==> src/rtl/keyed_fsm_pkg.sv <==
// Shared types and output constants for the key-locked control FSM benchmark.
package keyed_fsm_pkg;

    typedef enum logic [3:0] {
        IDLE = 4'd0,
        ACQ  = 4'd1,
        CHK  = 4'd2,
        RUN  = 4'd3,
        DONE = 4'd4,
        DUP  = 4'd5
    } state_e;

    localparam logic [7:0] Y_IDLE       = 8'h00;
    localparam logic [7:0] Y_ACQ        = 8'h01;
    localparam logic [7:0] Y_CHK        = 8'h03;
    localparam logic [7:0] Y_RUN_BASE   = 8'hA0;
    localparam logic [7:0] Y_DONE       = 8'hFF;
    localparam logic [7:0] CORRUPT_MASK = 8'h5A;

    function automatic logic [7:0] run_y(input logic [3:0] xq);
        return Y_RUN_BASE | {4'h0, xq};
    endfunction

endpackage

==> src/rtl/kfsm_trig_cnt.sv <==
// Saturating run counter; armed_o rises once TRIG_CNT correct-key runs were seen.
module kfsm_trig_cnt #(
    parameter int CNT_W    = 8,
    parameter int TRIG_CNT = 5
) (
    input  logic clk,
    input  logic rst_n,
    input  logic inc_i,
    output logic armed_o
);

    localparam logic [CNT_W-1:0] TRIG_VAL = CNT_W'(TRIG_CNT);
    localparam logic [CNT_W-1:0] CNT_ONE  = CNT_W'(1);

    logic [CNT_W-1:0] cnt_q;
    logic [CNT_W-1:0] cnt_d;

    // Next count: step on each qualifying run, hold once the threshold is hit.
    always_comb begin
        cnt_d = cnt_q;
        if (inc_i && (cnt_q != TRIG_VAL)) begin
            cnt_d = cnt_q + CNT_ONE;
        end else begin
            cnt_d = cnt_q;
        end
    end

    // Counter register, cleared only by reset.
    always_ff @(posedge clk or negedge rst_n) begin
        if (!rst_n) begin
            cnt_q <= {CNT_W{1'b0}};
        end else begin
            cnt_q <= cnt_d;
        end
    end

    assign armed_o = (cnt_q == TRIG_VAL);

endmodule

==> src/rtl/keyed_fsm_ctrl.sv <==
// Key-locked control FSM with a duplicate RUN state that corrupts y after DUP_DEPTH cycles.
// Optional count-triggered payload enabled by defining KEYED_FSM_TROJAN_EN.
module keyed_fsm_ctrl
    import keyed_fsm_pkg::*;
#(
    parameter int               KEY_W       = 4,
    parameter logic [KEY_W-1:0] CORRECT_KEY = 4'hA,
    parameter int               DUP_DEPTH   = 3,
    parameter int               CNT_W       = 8,
    parameter int               TRIG_CNT    = 5
) (
    input  logic             clk,
    input  logic             rst_n,
    input  logic [3:0]       x,
    input  logic [KEY_W-1:0] keyinput,
    output logic [7:0]       y,
    output logic             done
);

    localparam int               IDX_W   = $clog2(DUP_DEPTH + 1);
    localparam logic [IDX_W-1:0] DUP_MAX = IDX_W'(DUP_DEPTH);
    localparam logic [IDX_W-1:0] IDX_ONE = IDX_W'(1);

    state_e           state_q, state_d;
    logic [IDX_W-1:0] dup_idx_q, dup_idx_d;
    logic [3:0]       x_q;
    logic [7:0]       y_q, y_d;
    logic             done_q, done_d;
    logic             armed_s;
    logic             run_entry_s;

    function automatic logic [7:0] decode_y(input state_e st, input logic [IDX_W-1:0] idx,
                                            input logic [3:0] xq);
        logic [7:0] val;
        case (st)
            IDLE:    val = Y_IDLE;
            ACQ:     val = Y_ACQ;
            CHK:     val = Y_CHK;
            RUN:     val = run_y(xq);
            DONE:    val = Y_DONE;
            DUP: begin
                if (idx < DUP_MAX) begin
                    val = run_y(xq);
                end else begin
                    val = run_y(xq) ^ CORRUPT_MASK;
                end
            end
            default: val = Y_IDLE;
        endcase
        return val;
    endfunction

    assign run_entry_s = (state_q == CHK) && (state_d == RUN);

`ifdef KEYED_FSM_TROJAN_EN
    kfsm_trig_cnt #(
        .CNT_W    (CNT_W),
        .TRIG_CNT (TRIG_CNT)
    ) u_trig_cnt (
        .clk     (clk),
        .rst_n   (rst_n),
        .inc_i   (run_entry_s),
        .armed_o (armed_s)
    );
`else
    assign armed_s = 1'b0;
`endif

    // Next-state logic; the key is only looked at in CHK.
    always_comb begin
        state_d   = state_q;
        dup_idx_d = dup_idx_q;
        case (state_q)
            IDLE: begin
                if (x[0]) state_d = ACQ;
                else      state_d = IDLE;
            end
            ACQ: begin
                if (x[1]) state_d = CHK;
                else      state_d = ACQ;
            end
            CHK: begin
                if ((keyinput == CORRECT_KEY) && !armed_s) begin
                    state_d = RUN;
                end else begin
                    state_d   = DUP;
                    dup_idx_d = {IDX_W{1'b0}};
                end
            end
            RUN: begin
                if (x[3]) state_d = DONE;
                else      state_d = RUN;
            end
            DONE: state_d = IDLE;
            DUP: begin
                if (dup_idx_q != DUP_MAX) dup_idx_d = dup_idx_q + IDX_ONE;
                else                      dup_idx_d = dup_idx_q;
                if (x[3]) state_d = IDLE;
                else      state_d = DUP;
            end
            default: state_d = IDLE;
        endcase
    end

    // Outputs are precomputed from next-state values so y/done come straight from flops.
    always_comb begin
        y_d    = decode_y(state_d, dup_idx_d, x);
        done_d = (state_d == DONE);
    end

    // State, duplicate index, input copy and output registers.
    always_ff @(posedge clk or negedge rst_n) begin
        if (!rst_n) begin
            state_q   <= IDLE;
            dup_idx_q <= {IDX_W{1'b0}};
            x_q       <= 4'h0;
            y_q       <= Y_IDLE;
            done_q    <= 1'b0;
        end else begin
            state_q   <= state_d;
            dup_idx_q <= dup_idx_d;
            x_q       <= x;
            y_q       <= y_d;
            done_q    <= done_d;
        end
    end

    assign y    = y_q;
    assign done = done_q;

endmodule

==> config.mk <==
export PLATFORM = sky130hd
export DESIGN_NAME = keyed_fsm_ctrl
export DESIGN_NICKNAME = d
export VERILOG_FILES = /design/src/rtl/keyed_fsm_pkg.sv /design/src/rtl/kfsm_trig_cnt.sv /design/src/rtl/keyed_fsm_ctrl.sv
export SDC_FILE = /design/constraint.sdc
export NUM_CORES = 1
export LEC_CHECK = 0
export ABC_AREA = 1
export BUFFER_PORTS_ARGS = -buffer_cell sky130_fd_sc_hd__buf_2
export CAP_MARGIN = 20
export CORE_ASPECT_RATIO = 1.1
export CORE_UTILIZATION = 47
export DETAILED_ROUTE_END_ITERATION = 7
export GPL_TIMING_DRIVEN = 0
export PLACE_DENSITY = 0.81
export SLEW_MARGIN = 40
export SYNTH_ARGS = -nofsm -noshare
export SYNTH_HDL_FRONTEND = slang
export SYNTH_SLANG_ARGS = --single-unit
==> constraint.sdc <==
create_clock -name clk -period 1.9 [get_ports clk]
set_input_delay 0.095 -clock clk [delete_from_list [all_inputs] [get_ports clk]]
set_output_delay 0.095 -clock clk [all_outputs]
set_load 0.02 [all_outputs]
* Yosys cells after proc, flatten, opt, wreduce, memory -nomap -nowiden *
Index checks and enable logic that the tools add are counted.

storage, ports and cells
  register bits after elaboration = 15
  logic and storage cells = 30
  input port bits = 10

operators by class
  reduce and logical (&&, ||, !) cells = 1
  add/sub/neg operators = 1
  magnitude comparators = 1
  mux-type cells = 11
  equality and inequality tests = 11
  bitwise logic cells = 1

operators with widths
  operator             number
  $pmux 8 s5           1
  $eq 4x2->1 const B   4
  $pmux 3 s5           1
  $eq 4x3->1 const B   3
  $mux 3               3
  $eq 4x1->1 const B   2
  $mux 7               1
  $mux 2               3
  $eq 4x4->1 const B   1
  $logic_not 4->1      1
  $not 2->4            1
  $pmux 2 s2           1
  $add 2x1->2 const B  1
  $lt 2x2->1 const B   1
  $ne 2x2->1 const B   1
  $mux 1               1

* Logic depth before layout (Yosys ltp) *
Gate-level depths: netlist of run 1.

  depth after elaboration = 6
  depth in mapped cells = 10

* Worst setup path after synthesis of run 1 *
No wires, ideal clock.

  path kind = register to register
  from = register state_q[0]
  to = register y_q[0] (netlist: y[0])
  path buffers = 1
  arrival = 1164 ps
  path slack = 623 ps
  clock period less this slack = 1277 ps
  library setup time = 113 ps
  cell stages (with the launch flop) = 10
  path through = dfrtp_1 -> buf_4 -> nor2_2 -> nand2_2 -> nor2_2 -> nor2_4 -> nand2_4 -> nand3_1 -> nand2_1 -> inv_1

on the way
  longest elaborated chain between the ends = 4
  elaborated cells on any way between the ends = 12

RTL lines
  element                                   line                   source
  start: declaration                        keyed_fsm_ctrl.sv:24   state_e state_q, state_d;
  start signal: assignment                  keyed_fsm_ctrl.sv:120  state_q <= state_d;
  $eq 4x3->1, or another cell as far along  keyed_fsm_ctrl.sv:73   case (state_q)
  $pmux 3 s5 (*)                            keyed_fsm_ctrl.sv:73
  $eq 4x3->1, or another cell as far along  keyed_fsm_ctrl.sv:35   case (st)
  $pmux 8 s5 (*)                            keyed_fsm_ctrl.sv:35
  via y_d[0]                                keyed_fsm_ctrl.sv:27   logic [7:0] y_q, y_d;
  end signal: assignment                    keyed_fsm_ctrl.sv:123  y_q <= y_d;
  end: declaration                          keyed_fsm_ctrl.sv:27

Mark *: on every way through the listed nets, which the timed path passes. The rest lies on a longest branch.

* Worst setup path in the final report of run 1 *
Same ends and word-level chain as after synthesis.

==> metrics.md, run 1 <==
| Metric | Value |
|---|---|
| First-pass GRT wire length | 2332 um |
| Global route overflow | 0 |
| P&R area growth vs syn | 19.52% |
| Core Area | around 0.0014 mm2 |
| Actual slew at the worst max-slew pin | 0.2838 ns |
| Power Density | 1416 mW/mm2 |
| Worst vdd ir | roughly 0.67 mV |
| Die Y | 43.36 um |
| Placement Rows | 14 |
| CTS tree | done |
| Largest net degree at the start of global routing | 13 |
| Count leader, synth | nand2_1 |
| Ratio of cells with drive above 1 in the final layout | 0.3697 |
| Initial antenna violation count | 0 |
| Tot GR Track Use | 0.2027 |
| CP peak stage delay | ~0.36 ns |
| Status | completed |
| CP Launch Type | register |
| HP Class | in2reg |
| Final Hold Slack | approximately 0.028 ns |
| Worst Hold Depth | 3 |
| Vias per std cell | 4.948 |
| Tot Pwr | roughly 0.0012 W |
| Final Wtd Congestion | ~0.9 |
| Syn Std Cell Area | 730.7 um2 |
| Crit Reg-Reg Endpoint | y[0] |
| Critical path buffers and inverters | 2 |
| Top-Level Pins | 19 |
| WS Path Type | reg2reg |
| Root buffer cell | clkbuf_4 |
| Sw Ratio | 0.4722 |
| Starting density of the core | 0.5214 |
| Hold path start | x[2] |
| Net Count, Synth | roughly 110 |
| Port Buf Inserts | 18 |
| EDFF count, synth | 0 |
| Final instance area | 873.3 um2 |
| Internal power | around 0.00065 W |
| Sequential Power Share | 0.329 |
| Postcts setup bufs | 0 |
| Final nets | between 100 and 150 |
| Setup violators final | 0 |
| Leak | around 0.54 nW |
| Longest Clk Path Bufs | 2 |
| Routed length per placed instance | 10.82 um |
| Net Switching | a little under 0.0006 W |
| WHS Endpoint | y[2] |
| Fin crit period | 1.408 ns |
| CP max FO | 8 |
| CTS Sinks | 12 |
| Post-Place Cells | 131 |
| Post-Route WL | about 1500 um |
| Area contributors post-synth | dfrtp_1, nand2_1, nand3_1 |
| Post-synth top area cell | dfrtp_1 |
| Worst setup EP type | register |
| Drt drc | 0 |
| Post-synth top area share | 0.4110 |
| Yosys warning count | 0 |
| Worst path cell trace | buf_4 > nor2_2 > nand2_2 > nor2_2 > nor2_4 > nand2_4 > nand3_1 > nand2_1 > inv_1 |
| Delay-heaviest family, CP | simple AND/OR/NAND/NOR gates |
| Post-Synthesis Cells | 97 |
| FF+latch count, synth | 12 |
| Reg2reg path depth | 9 |
| Register area share after synthesis | 0.4110 |
| CP required | about 2.1 ns |
| Post-synth ARST share | 1.000 |
| Clock share of power | 0.132 |
| 1st-pass router iterations | 4 |
| # diodes | 0 |
| Setup TNS | 0 ns |
| Reg-to-Reg Start | state_q[0] |
| Post-route ant nets | 0 |
| Max-slew violation count | 0 |
| Relative slew margins | 0.8094 |
| Netlist cell types | 18 |
| Worst R2R Setup Slack | 0.49 ns |
| Die width | 39.60 um |
| Starting DRT DRC Count | 16 |
| Finished Layout Cells | 135 |
| Dominant synthesized flop cell | dfrtp_1 |
| Placed cell area | 840.8 um2 |
| Hold Vio Cnt, Final | 0 |
| Unrepaired setup endpoints after global routing | no |
| Clk slew on worst S/H paths | 0.08 ns |
| Period utilization | 0.7413 |
| Critical Path Slowest Stage Cell | dfrtp_1 |
| Total vias in the final route | 668 |
| Die area | 0.001717 mm2 |
| Clock latency on the worst-skew pair | 0.28 ns |
| Fmax | about 710 MHz |
| Vias in the first global route | 609 |
| Post-DP HPWL | 1156 um |
| Clock skew | 0.003819 ns |
| H-tree depth | 1 |
| Comb power frac | 0.539 |
| CTS Buf Count | 3 |
| Max Cap Viol | 0 |
| Synth cell count leaders | nand2_1, inv_1, nor2_1, dfrtp_1, nand3_1 |
| Most used cell, CP | nor2_2 |
| Arr. time, crit path | between 1.5 and 2 ns |
| Avg Cell Area, Syn | 7.533 um2 |
## worst reg2reg max path: cells and delay by family, from the launching register on
kind	cells	cell delay, ns
buf+inv	2	0.19
simple gates	7	0.74
flops	1	0.36
## cell families (layout without fill, tap and decap cells)
kind of cell           after synthesis  count (layout)  share of synthesized area
flip-flops                          12              12                     0.4110
AND/OR/NAND/NOR                     61              61                     0.4418
buffers and inverters               21              43                     0.1233
AO/OA/AOI/OAI                        3               3                    0.02396
## power by group through the flow
| stage | clock, W | sequential [W] | combinational [W] |
|---|---|---|---|
| global route | 0.000177 | 0.000418 | 0.000741 |
| detailed placement | 0 | 0.000412 | 0.000668 |
| CTS | 0.000167 | 0.000407 | 0.000673 |
| floorplan | 0 | 0.000464 | 0.000459 |
| finish | 0.000163 | 0.000407 | 0.000666 |
| global placement | 0 | 0.000410 | 0.000643 |
## sequential cells by signal, summed over array words and instances (netlist names)
signal and flops:
dup_idx_q 2, done 1, state_q 3, y 6
## routing by layer
metal	vias up	track usage	wire, um
met5	-	0	0
met4	0	0.1241	53
met3	4	0.04615	28
met2	10	0.3213	747
met1	313	0.2408	632
li1	341	-	-
## metrics by stage
| step | util | setup slack (ns) |
|---|---|---|
| final | 0.6232 | 0.4915 |
| after global placement | 0.6000 | 0.5357 |
| after floorplan | - | 0.6227 |
| after CTS | 0.6232 | 0.4782 |
| after global routing | 0.6232 | 0.3686 |
| after detailed placement | 0.6000 | 0.5036 |
## layout make-up
class                      instances  area [um2]
buffer                             3       22.52
clock buffer                       3       22.52
fill                             120       528.0
inverter                          18       67.56
multi-input combinational         64       340.3
sequential                        12       300.3
tap                               16       20.02
timing repair buffer              19       100.1
## cell usage in the layout (no fill, tap or decap), drive strengths merged
cell,count
buf,21
nor3,1
dlygate4sd3,1
dfrtp,12
nand3,13
inv,18
nand2,25
nor2,19
nand4,3
o21ai,2
o211ai,1
clkbuf,3
## how the worst max path moves through the flow
stage                           from    to  slack, ns  depth (start not counted)
after detailed placement  state_q[0]  y[0]       0.50                          9
after CTS                 state_q[0]  y[0]       0.48                          9
after global routing      state_q[0]  y[0]       0.37                          9
after floorplan           state_q[0]  y[0]       0.62                          9
after global placement    state_q[0]  y[0]       0.54                          9
final                     state_q[0]  y[0]       0.49                          9
## timing repair
action / 4_1_cts / 5_1_grt
hold buffers: 1 / 0
hold endpoints to repair: 12 / 0
gates resized for setup: 0 / 0
No activity file was read; power rests on OpenSTA's default activity.
==> inputs of run 2 (changes only) <==
--- a/config.mk
+++ b/config.mk
@@ -5,14 +5,13 @@
 export SDC_FILE = /design/constraint.sdc
 export NUM_CORES = 1
 export LEC_CHECK = 0
-export ABC_AREA = 1
+export ABC_AREA = 0
 export BUFFER_PORTS_ARGS = -buffer_cell sky130_fd_sc_hd__buf_2
 export CAP_MARGIN = 20
-export CORE_ASPECT_RATIO = 1.1
 export CORE_UTILIZATION = 47
 export DETAILED_ROUTE_END_ITERATION = 7
 export GPL_TIMING_DRIVEN = 0
-export PLACE_DENSITY = 0.81
+export PLACE_DENSITY = 0.83
 export SLEW_MARGIN = 40
 export SYNTH_ARGS = -nofsm -noshare
 export SYNTH_HDL_FRONTEND = slang
==> constraint.sdc (replaced) <==
create_clock -name clk -period 1.5 [get_ports clk]
set_input_delay 0.075 -clock clk [delete_from_list [all_inputs] [get_ports clk]]
set_output_delay 0.075 -clock clk [all_outputs]
set_load 0.02 [all_outputs]
==> run 2 against run 1 <==
  * Cell count down 23%
  * Area after synthesis shrank 17%
  * Synthesized cell count down 31%
  * Maximum frequency increased by 0.92%
  * Highest routed layer unchanged
==> metrics.md, run 2 <==
| Metric | Value |
|---|---|
| Status | completed |
| Fin crit period | 1.396 ns (-0.01282 ns) |
| Hold Vio Cnt, Final | 0 (unchanged) |
| Register area share after synthesis | 0.4928 (+0.08185) |
| Routed length per placed instance | 12.32 um (+14%) |
| Starting density of the core | 0.5271 (+0.005627) |
| Ratio of cells with drive above 1 in the final layout | 0.3222 (-0.04753) |
| Largest net degree at the start of global routing | 13 (unchanged) |
| Longest Clk Path Bufs | 2 (unchanged) |
| Core Area | 0.001156 mm2 (-17%) |
| Placement Rows | 12 (-2) |
| Worst Setup Slack, final | 0.1043 ns (-0.3872 ns) |
| Unrepaired setup endpoints after global routing | no |
| Clock latency on the worst-skew pair | 0.28 ns (about the same) |
| Global route overflow | 0 (unchanged) |
| First-pass GRT wire length | 2056 um (-12%) |
| WS Path Type | reg2reg |
| Post-Synthesis Cells | 67 (-31%) |
| Actual slew at the worst max-slew pin | 0.3650 ns (+0.08120 ns) |
| Relative slew margins | 0.7554 (-0.05400) |
| Worst vdd ir | 0.8556 mV (+28%) |
| Max-slew violation count | 0 (unchanged) |
| Initial antenna violation count | 0 (unchanged) |
| CTS Sinks | 12 (unchanged) |
| Multi-input gate area | 269.0 um2 (-21%) |
| Post-synth top area share | 0.4928 (+0.08185) |
| Area contributors post-synth | dfrtp_1, nand2_1, o21ai_0 |
| Syn Std Cell Area | 609.3 um2 (-17%) |
| Comb power frac | 0.488 (-0.051) |
| Die Y | 38.01 um (-12%) |
| Worst path cell trace | buf_2 > a31oi_1 > nor3b_4 > xnor2_1 > o22ai_1 |
| Synth cell count leaders | dfrtp_1, nand2_1, nor2_1, o21ai_0, a21oi_1 |
| Final nets | 101 (-23%) |
| Post-DP HPWL | 951.9 um (-18%) |
| Max FFs per register | 6 (unchanged) |
| Tot GR Track Use | 0.2077 (+0.005037) |
| Setup violators final | 0 (unchanged) |
| Avg Cell Area, Syn | 9.095 um2 (+21%) |
| Finished Layout Cells | 104 (-23%) |
| Root buffer cell | clkbuf_4 |
| FF+latch count, synth | 12 (unchanged) |
| Critical Path Slowest Stage Cell | dfrtp_1 |
| Post-Place Cells | 99 (-24%) |
| Clock share of power | 0.172 (+0.040) |
| Die area | 0.001444 mm2 (-16%) |
| P&R area growth vs syn | 25.26% |
| CTS Buf Count | 3 (unchanged) |
| Die width | 38.01 um (-4.0%) |
| Vias per std cell | 5.490 (+11%) |
| Internal power | 0.0008779 W (+35%) |
| Clock skew | 0.008425 ns (+0.004607 ns) |
| FILL cells | 106 (-12%) |
| Vias in the first global route | 465 (-24%) |
| Sequential cell area | 300.3 um2 (unchanged) |
| Final Wtd Congestion | 0.8727 (-3.0%) |
| Dominant synthesized flop cell | dfrtp_1 |
| Power Density | 1987 mW/mm2 (+40%) |
| Sequential Power Share | 0.340 (+0.011) |
| Clk slew on worst S/H paths | 0.08 ns (about the same) |
| Sw Ratio | 0.4212 (-0.05104) |
| Yosys warning count | 0 (unchanged) |
| Post-Route WL | 1281 um (-12%) |
| Top-Level Pins | 19 (unchanged) |
| Net Count, Synth | 77 (-28%) |
| EDFF count, synth | 0 (unchanged) |
| Count leader, synth | dfrtp_1 |
| Arr. time, crit path | 1.56 ns (-0.03 ns) |
| Net Switching | 0.0006387 W (+9.4%) |
| Drt drc | 0 (unchanged) |
| Period utilization | 0.9304 (+0.1891) |
| 1st-pass router iterations | 4 (unchanged) |
| Netlist cell types | 24 (+6) |
| CP required | 1.66 ns (-0.42 ns) |
| Port Buf Inserts | 18 (unchanged) |
| CP Launch Type | register |
| Post-route ant nets | 0 (unchanged) |
| CP max FO | 10 (+2) |
| CP peak stage delay | 0.38 ns (+0.02 ns) |
| Total vias in the final route | 571 (-15%) |
| # diodes | 0 (unchanged) |
| Post-synth ARST share | 1.000 (unchanged) |
| Commonest non-fill, non-tap cell in the layout | buf_2 |
| CTS tree | done |
| Post-synth top area cell | dfrtp_1 |
| Worst setup EP type | register |
| Leak | 0.4022 nW (-26%) |
| Starting DRT DRC Count | 17 (+1) |
| Post-Place Setup Slack | 0.1196 ns (-0.3840 ns) |
| Setup TNS | 0 ns (unchanged) |
| Max Cap Viol | 0 (unchanged) |
| Fmax | 716.5 MHz (+0.92%) |
| Postcts setup bufs | 0 (unchanged) |
| HP Class | in2reg |
| Worst R2R Setup Slack | 0.10 ns (-0.39 ns) |
| H-tree depth | 1 (unchanged) |
| Most frequent cells in the layout | buf_2, dfrtp_1, nand2_1, o21ai_0, nor2_1 |
==> run 2: cells by family after synthesis <==
| logic type | count (synthesis) | synth area share |
|---|---|---|
| compound gates | 18 | 0.1684 |
| xor+xnor | 1 | 0.01438 |
| buf+inv | 8 | 0.06569 |
| flops | 12 | 0.4928 |
| simple gates | 28 | 0.2587 |
==> run 2: per-stage QoR <==
step | utilization | power, W | hold WS (ns) | area [um2]
after global routing | 0.6602 | 0.001643 | 0.05449 | 763.2
after CTS | 0.6602 | 0.001520 | 0.03880 | 763.2
final | 0.6602 | 0.001517 | 0.04582 | 763.2
after detailed placement | 0.6201 | 0.001257 | -0.03933 | 716.9
after global placement | 0.6201 | 0.001230 | -0.04261 | 716.9
after floorplan | - | 0.001056 | -0.2206 | 609.3
==> run 2: path summary, 6_finish.rpt <==
check / start / end / cells after the start
max: state_q[2] / y[1] / 5
min: x[2] / y[2] / 3
max reg2reg: state_q[2] / y[1] / 5
min reg2reg: dup_idx_q[1] / dup_idx_q[1] / 2
max in group asynchronous: rst_n / y[3] / 2
min in group asynchronous: rst_n / state_q[2] / 2
==> run 2: timing repair <==
| item | 4_1_cts | 5_1_grt |
|---|---|---|
| resized for setup | 0 | 0 |
| hold buffers | 1 | 0 |
| hold endpoints to repair | 12 | 0 |
==> run 2: worst max-delay path: cells and delay by family (launching register included) <==
family	cells	cell delay (ns)
flops	1	0.38
compound gates	2	0.27
simple gates	1	0.27
buf+inv	1	0.22
xor+xnor	1	0.15
==> run 2: layout make-up <==
type | count | area share
clock buffer | 4 | 0.04754
buffer | 5 | 0.03770
multi-input combinational | 47 | 0.3525
timing repair buffer | 19 | 0.1311
inverter | 3 | 0.01475
tap | 14 | 0.02295
sequential | 12 | 0.3934
==> run 2: routing by layer <==
metal,wire [um],part of all wire,vias to the layer above,GRT usage
li1,-,-,275,-
met1,583,0.46,265,0.2873
met2,581,0.45,25,0.3190
met3,70,0.055,6,0.02326
met4,44,0.034,0,0.1071
met5,0,0,-,0
==> run 2: power by group through the flow <==
stage,logic [W],clock network (W),registers [W]
after floorplan,0.000467,0,0.000589
after global placement,0.000714,0,0.000516
after detailed placement,0.000735,0,0.000522
after CTS,0.000740,0.000263,0.000517
after global routing,0.000828,0.000284,0.000532
final,0.000740,0.000260,0.000516
==> inputs of run 3 (changes only) <==
--- a/config.mk
+++ b/config.mk
@@ -9,9 +9,11 @@
 export BUFFER_PORTS_ARGS = -buffer_cell sky130_fd_sc_hd__buf_2
 export CAP_MARGIN = 20
 export CORE_UTILIZATION = 47
+export CTS_CLUSTER_SIZE = 30
 export DETAILED_ROUTE_END_ITERATION = 7
 export GPL_TIMING_DRIVEN = 0
 export PLACE_DENSITY = 0.83
+export SETUP_SLACK_MARGIN = 0.4
 export SLEW_MARGIN = 40
 export SYNTH_ARGS = -nofsm -noshare
 export SYNTH_HDL_FRONTEND = slang
==> run 3 against run 2 <==
  * First-iteration DRC count rose by 12%
  * Core utilization up 14 points
  * Cell area grew 21%
  * Total power grew 29%
  * Critical path type unchanged
  * Largest cell class is now multi-input combinational cells
  * Largest power group unchanged
==> metrics.md, run 3 (synthesis gave the netlist of run 2 again) <==
| Metric | Value |
|---|---|
| Global route overflow | 0 (unchanged) |
| Fin crit period | 1.284 ns (-0.1116 ns) |
| Setup TNS | 0 ns (unchanged) |
| Total vias in the final route | 640 (+12%) |
| Die area | 0.001444 mm2 (unchanged) |
| Vias per std cell | 5.714 (+4.1%) |
| Routed length per placed instance | 13.93 um (+13%) |
| Reg-to-Reg Start | state_q[1] |
| Longest Clk Path Bufs | 2 (unchanged) |
| Starting density of the core | 0.5271 (unchanged) |
| WS Path Type | reg2reg |
| Period utilization | 0.8561 (-0.07437) |
| CP peak stage delay | 0.45 ns (+0.07 ns) |
| Placement Rows | 12 (unchanged) |
| Post-route ant nets | 0 (unchanged) |
| Unrepaired setup endpoints after global routing | yes |
| Root buffer cell | clkbuf_4 |
| Tot GR Track Use | 0.2385 (+0.03074) |
| Relative slew margins | 0.8215 (+0.06614) |
| H-tree depth | 1 (unchanged) |
| CTS Buf Count | 3 (unchanged) |
| Power Density | 2116 mW/mm2 (+6.5%) |
| Core Area | 0.001156 mm2 (unchanged) |
| HP Class | in2reg |
| Actual slew at the worst max-slew pin | 0.2677 ns (-0.09722 ns) |
| CP Launch Type | register |
| Arr. time, crit path | 1.43 ns (-0.13 ns) |
| Post-Route WL | 1560 um (+22%) |
| CP max FO | 3 (-7) |
| Largest net degree at the start of global routing | 13 (unchanged) |
| DRT met1 WL | 641 um (+9.9%) |
| Worst R2R Setup Slack | 0.22 ns (+0.11 ns) |
| 1st-pass router iterations | 4 (unchanged) |
| Worst Setup Slack, final | 0.2159 ns (+0.1116 ns) |
| Final instance area | 924.6 um2 (+21%) |
| Leak | 0.4566 nW (+14%) |
| Die Y | 38.01 um (unchanged) |
| Ratio of cells with drive above 1 in the final layout | 0.5306 (+0.2084) |
| CTS tree | done |
| Hold Vio Cnt, Final | 0 (unchanged) |
| Worst vdd ir | 1.533 mV (+79%) |
| Drt drc | 0 (unchanged) |
| Initial antenna violation count | 0 (unchanged) |
| Post-DP HPWL | 985.5 um (+3.5%) |
| Final Wtd Congestion | 0.8574 (-1.8%) |
| Critical Path Slowest Stage Cell | dfrtp_2 |
| Met3 Routed Length | 112 um (+60%) |
| Max-slew violation count | 0 (unchanged) |
| Port Buf Inserts | 18 (unchanged) |
| Clock skew | 0.001688 ns (-0.006737 ns) |
| Clk slew on worst S/H paths | 0.07 ns (about the same) |
| Max Cap Viol | 0 (unchanged) |
| Crit. Startpoint | state_q[1] |
| CP Capture Point | y[1] |
| Clock latency on the worst-skew pair | 0.27 ns (about the same) |
| Worst setup EP type | register |
| P&R area growth vs syn | 51.75% |
| Top-Level Pins | 19 (unchanged) |
| Die width | 38.01 um (unchanged) |
| CP required | 1.65 ns (about the same) |
| Status | completed |
| Post-Place Setup Slack | 0.1365 ns (+0.01697 ns) |
| Setup violators final | 0 (unchanged) |
| Max FFs per register | 6 (unchanged) |
| Starting DRT DRC Count | 19 (+2) |
| Worst path cell trace | inv_2 > a31oi_4 > nor3b_4 > xnor2_1 > o22ai_1 |
| Crit Reg-Reg Endpoint | y[1] |
| Fmax | 778.8 MHz (+8.7%) |
| Routed wl met2 | 789 um (+36%) |
| FILL cells | 68 (-36%) |
| CTS Sinks | 12 (unchanged) |
| Reg2reg path depth | 5 (unchanged) |
| Placed cell area | 748.2 um2 (+4.4%) |
| Top layer in use | met4 |
| Final nets | 109 (+7.9%) |
| Most frequent cells in the layout | buf_2, dfrtp_1, buf_4, nand2_1, nor2_1 |
| Commonest non-fill, non-tap cell in the layout | buf_2 |
| # diodes | 0 (unchanged) |
| First-pass GRT wire length | 2270 um (+10%) |
| Vias in the first global route | 523 (+12%) |
run 3: changes by cell type in the layout (fill, tap and decap cells not counted), moves of 2 or more:
cell,previous run,this run
buf_6,0,3
inv_1,3,1
buf_4,2,9
o21ai_1,0,3
inv_2,0,2
dfrtp_2,0,2
dfrtp_1,12,10
buf_2,20,18
o21ai_0,6,3
run 3: cell type report:
cell class,count,area [um2],area share
Sequential cell,12,302.8,0.3275
Buffer,5,45.04,0.04871
Inverter,3,11.26,0.01218
Timing Repair Buffer,27,163.9,0.1773
Multi-Input combinational cell,47,347.8,0.3762
Tap cell,14,17.52,0.01894
Clock buffer,4,36.28,0.03924
run 3: routing by layer:
metal / up-vias / GRT usage
li1: 293 / -
met1: 308 / 0.3094
met2: 37 / 0.3664
met3: 2 / 0.02907
met4: 0 / 0.1696
met5: - / 0
run 3: through the flow:
| stage | hold slack, ns | util | instances | power [W] |
|---|---|---|---|---|
| after floorplan | -0.2206 | - | 67 | 0.001130 |
| after detailed placement | -0.03752 | 0.6472 | 99 | 0.001335 |
| after CTS | 0.04437 | 0.7511 | 110 | 0.001789 |
| after global placement | -0.04198 | 0.6472 | 99 | 0.001308 |
| after global routing | 0.07368 | 0.7998 | 112 | 0.002067 |
| final | 0.06661 | 0.7998 | 112 | 0.001957 |
run 3: critical path: cells and delay by family, from the launching register on:
kind	cells	cell delay [ns]
flops	1	0.45
buf+inv	1	0.09
xor+xnor	1	0.16
compound gates	2	0.20
simple gates	1	0.26
run 3: timing repair:
action / CTS / global route
hold buffers: 1 / 0
resized for setup: 8 / 13
setup buffers: 6 / 2
pin swaps: 5 / 3
setup endpoints to repair: 7 / 11
endpoints found under the hold margin: 12 / 0
run 3: where the power goes:
part / switching (W) / internal, W / total [W]
combinational: 0.000610 / 0.000532 / 0.00114
sequential: 0.000112 / 0.000452 / 0.000564
clock: 0.000103 / 0.000147 / 0.000250
run 3: worst min path at each step:
| stage | to | depth (start not counted) | start | slack [ns] |
|---|---|---|---|---|
| 3_3_place_gp | dup_idx_q[1] | 1 | rst_n | -0.04 |
| 6_report | y[2] | 3 | x[2] | 0.07 |
| 3_5_place_dp | y[5] | 1 | rst_n | -0.04 |
| 5_1_grt | y[2] | 3 | x[2] | 0.07 |
| 4_1_cts | y[2] | 3 | x[2] | 0.04 |
| 2_1_floorplan | done | 0 | rst_n | -0.22 |
